[src/rtl/snake_body_streamer.sv]
// rtl/snake_body_streamer.sv - snake position state with per-clock body segment stream
//
// Holds the snake head and body array, applies moves, growth, screen wrap and
// self-collision, and streams one body entry per clock to the renderer.
// State only changes at the end of a sweep, so every sweep shows one snapshot.
//
// Ports:
//   clock_25, reset           pixel clock, synchronous active-high reset
//   move_tick, direction      move request and requested heading (00 up, 01 down, 10 right, 11 left)
//   grow                      lengthen by one on the next committed move
//   snake_head_x/y            committed head coordinates
//   snake_body_x/y            body entry at index body_count
//   body_count                stream index, 0..SNAKE_LENGTH_MAX-2
//   snake_length              valid body entries including the tail
//   current_dir               committed heading
//   sweep_done                high while body_count is the last index
//   self_collision            sticky collision flag
module snake_body_streamer #(
  parameter int SNAKE_LENGTH_BIT = 4,
  parameter int SNAKE_LENGTH_MAX = 16,
  parameter int GRID_W           = 124,
  parameter int GRID_H           = 81,
  parameter int HEAD_X0          = 62,
  parameter int HEAD_Y0          = 40
) (
  input  logic                        clock_25,
  input  logic                        reset,
  input  logic                        move_tick,
  input  logic [1:0]                  direction,
  input  logic                        grow,
  output logic [6:0]                  snake_head_x,
  output logic [6:0]                  snake_head_y,
  output logic [6:0]                  snake_body_x,
  output logic [6:0]                  snake_body_y,
  output logic [SNAKE_LENGTH_BIT-1:0] body_count,
  output logic [SNAKE_LENGTH_BIT-1:0] snake_length,
  output logic [1:0]                  current_dir,
  output logic                        sweep_done,
  output logic                        self_collision
);

  localparam int N = SNAKE_LENGTH_MAX - 1;
  localparam logic [SNAKE_LENGTH_BIT-1:0] LAST_IDX = SNAKE_LENGTH_BIT'(SNAKE_LENGTH_MAX - 2);
  localparam logic [SNAKE_LENGTH_BIT-1:0] LEN_MAX  = SNAKE_LENGTH_BIT'(SNAKE_LENGTH_MAX - 1);
  localparam logic [6:0] X_MAX = 7'(GRID_W - 1);
  localparam logic [6:0] Y_MAX = 7'(GRID_H - 1);

  logic [6:0]                  r_head_x, r_head_y;
  logic [6:0]                  r_body_x [N];
  logic [6:0]                  r_body_y [N];
  logic [SNAKE_LENGTH_BIT-1:0] r_len;
  logic [SNAKE_LENGTH_BIT-1:0] r_count;
  logic [1:0]                  r_dir;
  logic [6:0]                  r_out_x, r_out_y;
  logic                        r_coll;
  logic                        r_move_pending;
  logic                        r_grow_pending;

  logic                        w_last;
  logic                        w_commit;
  logic                        w_reverse;
  logic [1:0]                  w_dir;
  logic [6:0]                  w_next_x, w_next_y;
  logic [SNAKE_LENGTH_BIT-1:0] w_new_len;
  logic [SNAKE_LENGTH_BIT-1:0] w_next_count;
  logic                        w_hit;

  assign w_last       = (r_count == LAST_IDX);
  assign w_commit     = w_last && (r_move_pending || move_tick) && !r_coll;
  assign w_next_count = r_count + 1'b1;

  // Reverse pairs differ only in bit 0 (up/down, right/left).
  assign w_reverse = (direction[1] == r_dir[1]) && (direction[0] != r_dir[0]);
  assign w_dir     = w_reverse ? r_dir : direction;

  assign w_new_len = ((r_grow_pending || grow) && (r_len != LEN_MAX)) ? r_len + 1'b1 : r_len;

  // Next head position with compare-and-load wrap at the grid edges.
  always_comb begin
    w_next_x = r_head_x;
    w_next_y = r_head_y;
    case (w_dir)
      2'b00:   w_next_y = (r_head_y == 7'd0)  ? Y_MAX : r_head_y - 7'd1;
      2'b01:   w_next_y = (r_head_y == Y_MAX) ? 7'd0  : r_head_y + 7'd1;
      2'b10:   w_next_x = (r_head_x == X_MAX) ? 7'd0  : r_head_x + 7'd1;
      default: w_next_x = (r_head_x == 7'd0)  ? X_MAX : r_head_x - 7'd1;
    endcase
  end

  // Compare the new head against the post-shift body: entry 0 becomes the old
  // head, entry i becomes old entry i-1; only entries below the new length count.
  always_comb begin
    w_hit = (w_next_x == r_head_x) && (w_next_y == r_head_y) && (w_new_len != '0);
    for (int i = 1; i < N; i++) begin
      if ((SNAKE_LENGTH_BIT'(i) < w_new_len) &&
          (w_next_x == r_body_x[i-1]) && (w_next_y == r_body_y[i-1])) begin
        w_hit = 1'b1;
      end
    end
  end

  always_ff @(posedge clock_25) begin
    if (reset) begin
      r_head_x       <= 7'(HEAD_X0);
      r_head_y       <= 7'(HEAD_Y0);
      for (int i = 0; i < N; i++) begin
        r_body_x[i] <= 7'(HEAD_X0 - 1 - i);
        r_body_y[i] <= 7'(HEAD_Y0);
      end
      r_len          <= SNAKE_LENGTH_BIT'(2);
      r_dir          <= 2'b10;
      r_count        <= '0;
      r_out_x        <= 7'(HEAD_X0 - 1);
      r_out_y        <= 7'(HEAD_Y0);
      r_coll         <= 1'b0;
      r_move_pending <= 1'b0;
      r_grow_pending <= 1'b0;
    end else begin
      if (w_commit) begin
        r_head_x    <= w_next_x;
        r_head_y    <= w_next_y;
        r_dir       <= w_dir;
        r_len       <= w_new_len;
        r_body_x[0] <= r_head_x;
        r_body_y[0] <= r_head_y;
        for (int i = 1; i < N; i++) begin
          r_body_x[i] <= r_body_x[i-1];
          r_body_y[i] <= r_body_y[i-1];
        end
        if (w_hit) begin
          r_coll <= 1'b1;
        end
        // Requests arriving in the commit cycle are consumed here.
        r_move_pending <= 1'b0;
        r_grow_pending <= 1'b0;
      end else begin
        r_move_pending <= r_move_pending | move_tick;
        r_grow_pending <= r_grow_pending | grow;
      end

      // The stream output is loaded alongside its index; after a commit the
      // new entry 0 is the old head.
      if (w_last) begin
        r_count <= '0;
        r_out_x <= w_commit ? r_head_x : r_body_x[0];
        r_out_y <= w_commit ? r_head_y : r_body_y[0];
      end else begin
        r_count <= w_next_count;
        r_out_x <= r_body_x[w_next_count];
        r_out_y <= r_body_y[w_next_count];
      end
    end
  end

  assign snake_head_x   = r_head_x;
  assign snake_head_y   = r_head_y;
  assign snake_body_x   = r_out_x;
  assign snake_body_y   = r_out_y;
  assign body_count     = r_count;
  assign snake_length   = r_len;
  assign current_dir    = r_dir;
  assign sweep_done     = w_last;
  assign self_collision = r_coll;

endmodule

[config.mk]
export PLATFORM = sky130hd
export DESIGN_NAME = snake_body_streamer
export DESIGN_NICKNAME = d
export VERILOG_FILES = /design/src/rtl/snake_body_streamer.sv
export SDC_FILE = /design/constraint.sdc
export NUM_CORES = 1
export LEC_CHECK = 0
export CAP_MARGIN = 5
export CORE_UTILIZATION = 55
export DETAILED_ROUTE_END_ITERATION = 7
export GPL_TIMING_DRIVEN = 0
export PLACE_DENSITY = 0.76
export SKIP_CTS_REPAIR_TIMING = 1
export SYNTH_ARGS = -nofsm -noshare
export SYNTH_HDL_FRONTEND = slang
export SYNTH_SLANG_ARGS = --single-unit
[constraint.sdc]
create_clock -name clock_25 -period 12.9 [get_ports clock_25]
set_clock_uncertainty 0.05 [all_clocks]
set_input_delay 1.935 -clock clock_25 [delete_from_list [all_inputs] [get_ports clock_25]]
set_output_delay 1.935 -clock clock_25 [all_outputs]
set_load 0.1 [all_outputs]
# Yosys cells after proc, flatten, opt, wreduce, memory -nomap -nowiden
# Memories as Yosys holds them, arrays and structs flattened.
# Index checks and enable logic that the tools add are counted.
[totals]
regBits = 41
ramBits = 210
out_inout_bits = 40
memories = 2
wordCells = 208
inputBits = 6
[op_classes]
n_reduce_logical = 45
eq_ne = 38
n_mux = 61
magnitude_cmp = 14
addsub = 6
n_bitwise = 32
[mem_list]
columns = ["memory", "depth", "word_bits", "rd", "rd_ports_with_merged_regs", "wr", "line_no", "source"]
rows = [
  ["r_body_x", 15, 7, 15, 0, 15, "49", "logic [6:0] r_body_x [N];"],
  ["r_body_y", 15, 7, 15, 0, 15, "50", "logic [6:0] r_body_y [N];"],
]
[ops]
columns = ["cell", "count"]
rows = [
  ["$mux 7", 38],
  ["$eq 7x7->1", 30],
  ["$logic_and 1x1->1", 34],
  ["$or 1x1->1", 32],
  ["$lt 4x4->1 const A", 7],
  ["$pmux 7 s2", 2],
  ["$mux 1", 19],
  ["$lt 3x4->1 const A", 4],
  ["$add 7x1->7 const B", 2],
  ["$eq 7x7->1 const B", 2],
  ["$logic_not 7->1", 2],
  ["$sub 7x1->7 const B", 2],
  ["$add 4x1->4 const B", 2],
  ["$lt 2x4->1 const A", 2],
  ["$reduce_or 2->1", 3],
  ["$eq 4x4->1 const B", 1],
  ["$lt 1x4->1 const A", 1],
  ["$mux 4", 1],
  ["$ne 4x4->1 const B", 1],
  ["$reduce_bool 4->1", 1],
  ["$eq 2x1->1 const B", 1],
  ["$eq 2x2->1 const B", 1],
  ["$logic_not 2->1", 1],
  ["$logic_or 1x1->1", 2],
  ["5 further kinds", 5],
]

# Longest topological paths before layout
[logic_depth]
depth_word = 24
mapped_depth = 15

# Least setup slack after synthesis
# No wires, ideal clock.
[synth_timing]
path_kind = "reg-to-reg"
startpoint = "register r_count[0], in the netlist body_count[0]"
endpoint = "memory r_body_x[0][0], enable pin"
synth_period_minus_slack_ns = 9.045
stages_incl_launch_ff = 10
t_required_ns = 10.992
setup_time_ns = 1.858
t_arrival_ns = 7.137
path_slack_ns = 3.855
n_path_buf = 3
cell_sequence = "dfxtp_1 -> clkbuf_1 -> buf_1 -> clkbuf_1 -> inv_1 -> ha_1 -> nand3_1 -> nor3_1 -> nor2_1 -> clkinv_1"
[synth_rtl]
columns = ["element", "line_no", "source"]
rows = [
  ["start, declared", "52", "logic [SNAKE_LENGTH_BIT-1:0] r_count;"],
  ["start signal, assigned", "148", "r_count <= w_next_count;"],
  ["end, declared", "49", ""],
]

# Final worst setup path
[layout_timing]
startpoint = "register r_count[0], in the netlist body_count[0]"
endpoint = "output sweep_done"
[layout_between]
elab_chain_len = 1
[layout_rtl]
columns = ["element", "line_no", "source"]
rows = [
  ["$eq 4x4->1", "68", "assign w_last = (r_count == LAST_IDX);"],
  ["end, declared", "38", "output logic sweep_done,"],
]
# No other way between the ends.

==> impl_metrics.tcl <==
set metrics [dict create \
    fin_nets 1506 \
    grt_pass1_vias 12200 \
    core-area_um2 27200 \
    dieWidth_um 169 \
    reg2reg_slack_ns 6.98 \
    p_sw_mw 0.559 \
    antenna_left 0 \
    antenna_found_initial 1 \
    worst_pin_slew_ns 1.42 \
    syn_area_um2 15400 \
    wl_met3_um 8860 \
    synth-edff-count 210 \
    ctsRootBufferMaster "clkbuf_16" \
    seqPwrFrac_pct 46.0 \
    die_h_um 169 \
    synth-seq-cells 251 \
    grt_pass1_wl_um 86800 \
    end_kind "primary output" \
    final.period_utilization_pct 61.1 \
    relSlewSlack_pct 2.36 \
    reg2reg_from "body_count[0]$_SDFF_PP0_" \
    wl_met1_um 22700 \
    ys_types 86 \
    routed.top_layer "met4" \
    yosys.area_share.adder_pct 0.733 \
    drive_gt1_share_pct 11.0 \
    synth_top_family_by_area "simple AND/OR/NAND/NOR gates" \
    synth_compound_area_share_pct 12.5 \
    place.port_buffers 43 \
    cts_tree "done" \
    start_util_pct 56.5 \
    grtUsageTotal_pct 43.3 \
    syn_inst 1416 \
    gr-total-overflow 0 \
    power_mw 2.01 \
    cts_buffer_depth 3 \
    dp_hpwl_um 46000 \
    holdWs_ns 0.457 \
    drc 0 \
    ioPinCount 46 \
    clkPwrFrac_pct 40.7 \
    fmaxAchievable_ghz 0.127 \
    irDropWorstVdd_mv 0.123 \
    h-tree-depth 1 \
    cts_buffers 28 \
    wire_per_inst_um 32.8 \
    syn_area_per_cell_um2 10.9 \
    num_rows 60 \
    slew_violations 0 \
    p_leak_nw 5.60 \
    syn_nets 1431 \
    async_flop_share_pct 0 \
    layout_commonest_cell "edfxtp_1" \
    worst_path_most_repeated_cell "clkbuf_1" \
    min_from "r_move_pending$_SDFF_PP0_" \
    viasPerCell 7.00 \
    vias 13200 \
    start_kind "flop" \
    path_cells "clkbuf_1, buf_1, clkbuf_1, inv_1, ha_1, nand3_1, clkinv_1, clkbuf_1, clkdlybuf4s50_1" \
    final-hold-violation-count 0 \
    crit_path_start "body_count[0]$_SDFF_PP0_" \
    hold_class "reg -> reg" \
    outcome "finished, final reports clean" \
    design.die.area_um2 28600 \
    yosys.area_share.simple_pct 17.8 \
    p_int_mw 1.45 \
    most-common-layout-cells "210 x edfxtp_1, 110 x nor2_1, 92 x xnor2_1" \
    synth_xor_area_share_pct 9.11 \
    setup_viol 0 \
    slowest_delay_ns 1.13 \
    path_clk_slew_ns 0.06 \
    ys_warn_count 0 \
    cpLargestDelayFamily "buffers and inverters" \
    multiInputGateArea_um2 7690 \
    drt_iter0_markers 2346 \
    grt_start_max_net_pins 82 \
    register_area_um2 7130 \
    tns_ns 0 \
    post-route-min-period_ns 7.88 \
    synth-seq-area-share_pct 46.4 \
    fillers 2208 \
    synthMuxAreaShare_pct 9.92 \
    synth_flop_cell "edfxtp_1" \
    place_congestion 1.02 \
    power_frac_comb_pct 13.3 \
    clk-insertion-delay-late_ns 0.58 \
    crit_type "reg -> out" \
    wirelength_um 61900 \
    required_ns 10.91 \
    critical_path_peak_fanout 10 \
    firstDrtPassIters 6 \
    route.met2.wl_um 26300 \
    synthToLayoutAreaGrowth_pct 12.2 \
    rsz0062_at_grt "no" \
    pwr_density_cell_nw_per_um2 117 \
    cts_sinks 251 \
    path_buf_inv 7 \
    p_sw_share_pct 27.8 \
    arrival_ns 5.90 \
    cap_violations 0 \
    critPathSlowestCell "clkdlybuf4s50_1" \
]
## power by group through the flow
stage | sequential (mW) | combinational, mW | clock (mW)
after floorplan | 0.970 | 0.144 | 0
after global placement | 0.950 | 0.256 | 0
after detailed placement | 0.941 | 0.259 | 0
after CTS | 0.925 | 0.260 | 0.812
after global routing | 0.927 | 0.274 | 0.835
final | 0.926 | 0.268 | 0.818
## cells by family after synthesis
group | count (synthesis)
compound gates | 263
xor+xnor | 159
fa+ha+maj | 9
buf+inv | 133
flops | 251
mux | 90
simple gates | 511
## worst reg2reg max path, delay by kind of cell (launching register included)
| kind | cells | cell delay [ns] |
|---|---|---|
| DFF | 1 | 0.35 |
| and+or+nand+nor | 4 | 1.69 |
| AOI/OAI and AO/OA | 1 | 0.17 |
| adders and majority gates | 1 | 0.23 |
| buffers and inverters | 7 | 3.34 |
## metal layers
metal  vias to the layer above  global-route usage [%]
met3                       241                    13.6
met4                         0                    24.2
met1                      6437                    57.6
met2                      1111                    62.9
met5                         -                       0
li1                       5424                       -
## final timing paths
kind              cells after the start                         end
setup / recovery                      9                  sweep_done
hold / removal                        2   r_move_pending$_SDFF_PP0_
setup reg to reg                     13  snake_body_y[0]$_SDFF_PP0_
hold reg to reg                       2   r_move_pending$_SDFF_PP0_
## synthesized netlist by cell type, types with 15 or more instances
cell,number,area (um^2)
xnor2_1,92,806
o21ai_0,23,115
and2_1,71,444
nand2_1,75,282
or2_2,29,181
dfxtp_1,41,821
nor2b_1,48,300
nor3_1,30,150
xor2_1,66,578
mux4_2,48,1080
mux2i_1,35,350
buf_2,18,90.1
nor2_1,110,413
a21oi_1,60,300
nor4_1,18,113
a211oi_1,32,240
clkbuf_1,71,267
inv_1,27,101
or3_1,57,357
nand4_1,15,93.8
edfxtp_1,210,6310
nand3_1,20,100
## through the flow
stage               instance area, um^2  utilization [%]  std cells  worst slack [ns]
finish                            17200             63.5       1887              5.02
global route                      17200             63.4       1885              4.95
CTS                               17200             63.4       1885              5.22
detailed placement                16300             60.1       1833              5.80
global placement                  16300             59.8       1831             0.677
floorplan                         15400                -       1416              3.86
## state kept, by name (all words and copies together), names as in the netlist, 4 cells and up
register	count
body_count	4
snake_head_x	7
r_body_x	105
snake_length	4
snake_body_y	7
snake_body_x	7
r_body_y	105
snake_head_y	7
## cell type report
| class | count | share of cell area, % |
|---|---|---|
| repair buffers | 45 | 2.82 |
| clock buffers | 36 | 4.48 |
| diodes | 2 | 0.0290 |
| multi-input cells | 1032 | 44.6 |
| flip-flops and latches | 251 | 41.3 |
| inverters | 29 | 0.660 |
| clock inverters | 16 | 0.849 |
| well taps | 372 | 2.70 |
| plain buffers | 104 | 2.57 |
Power figures use the tool's default switching activity.
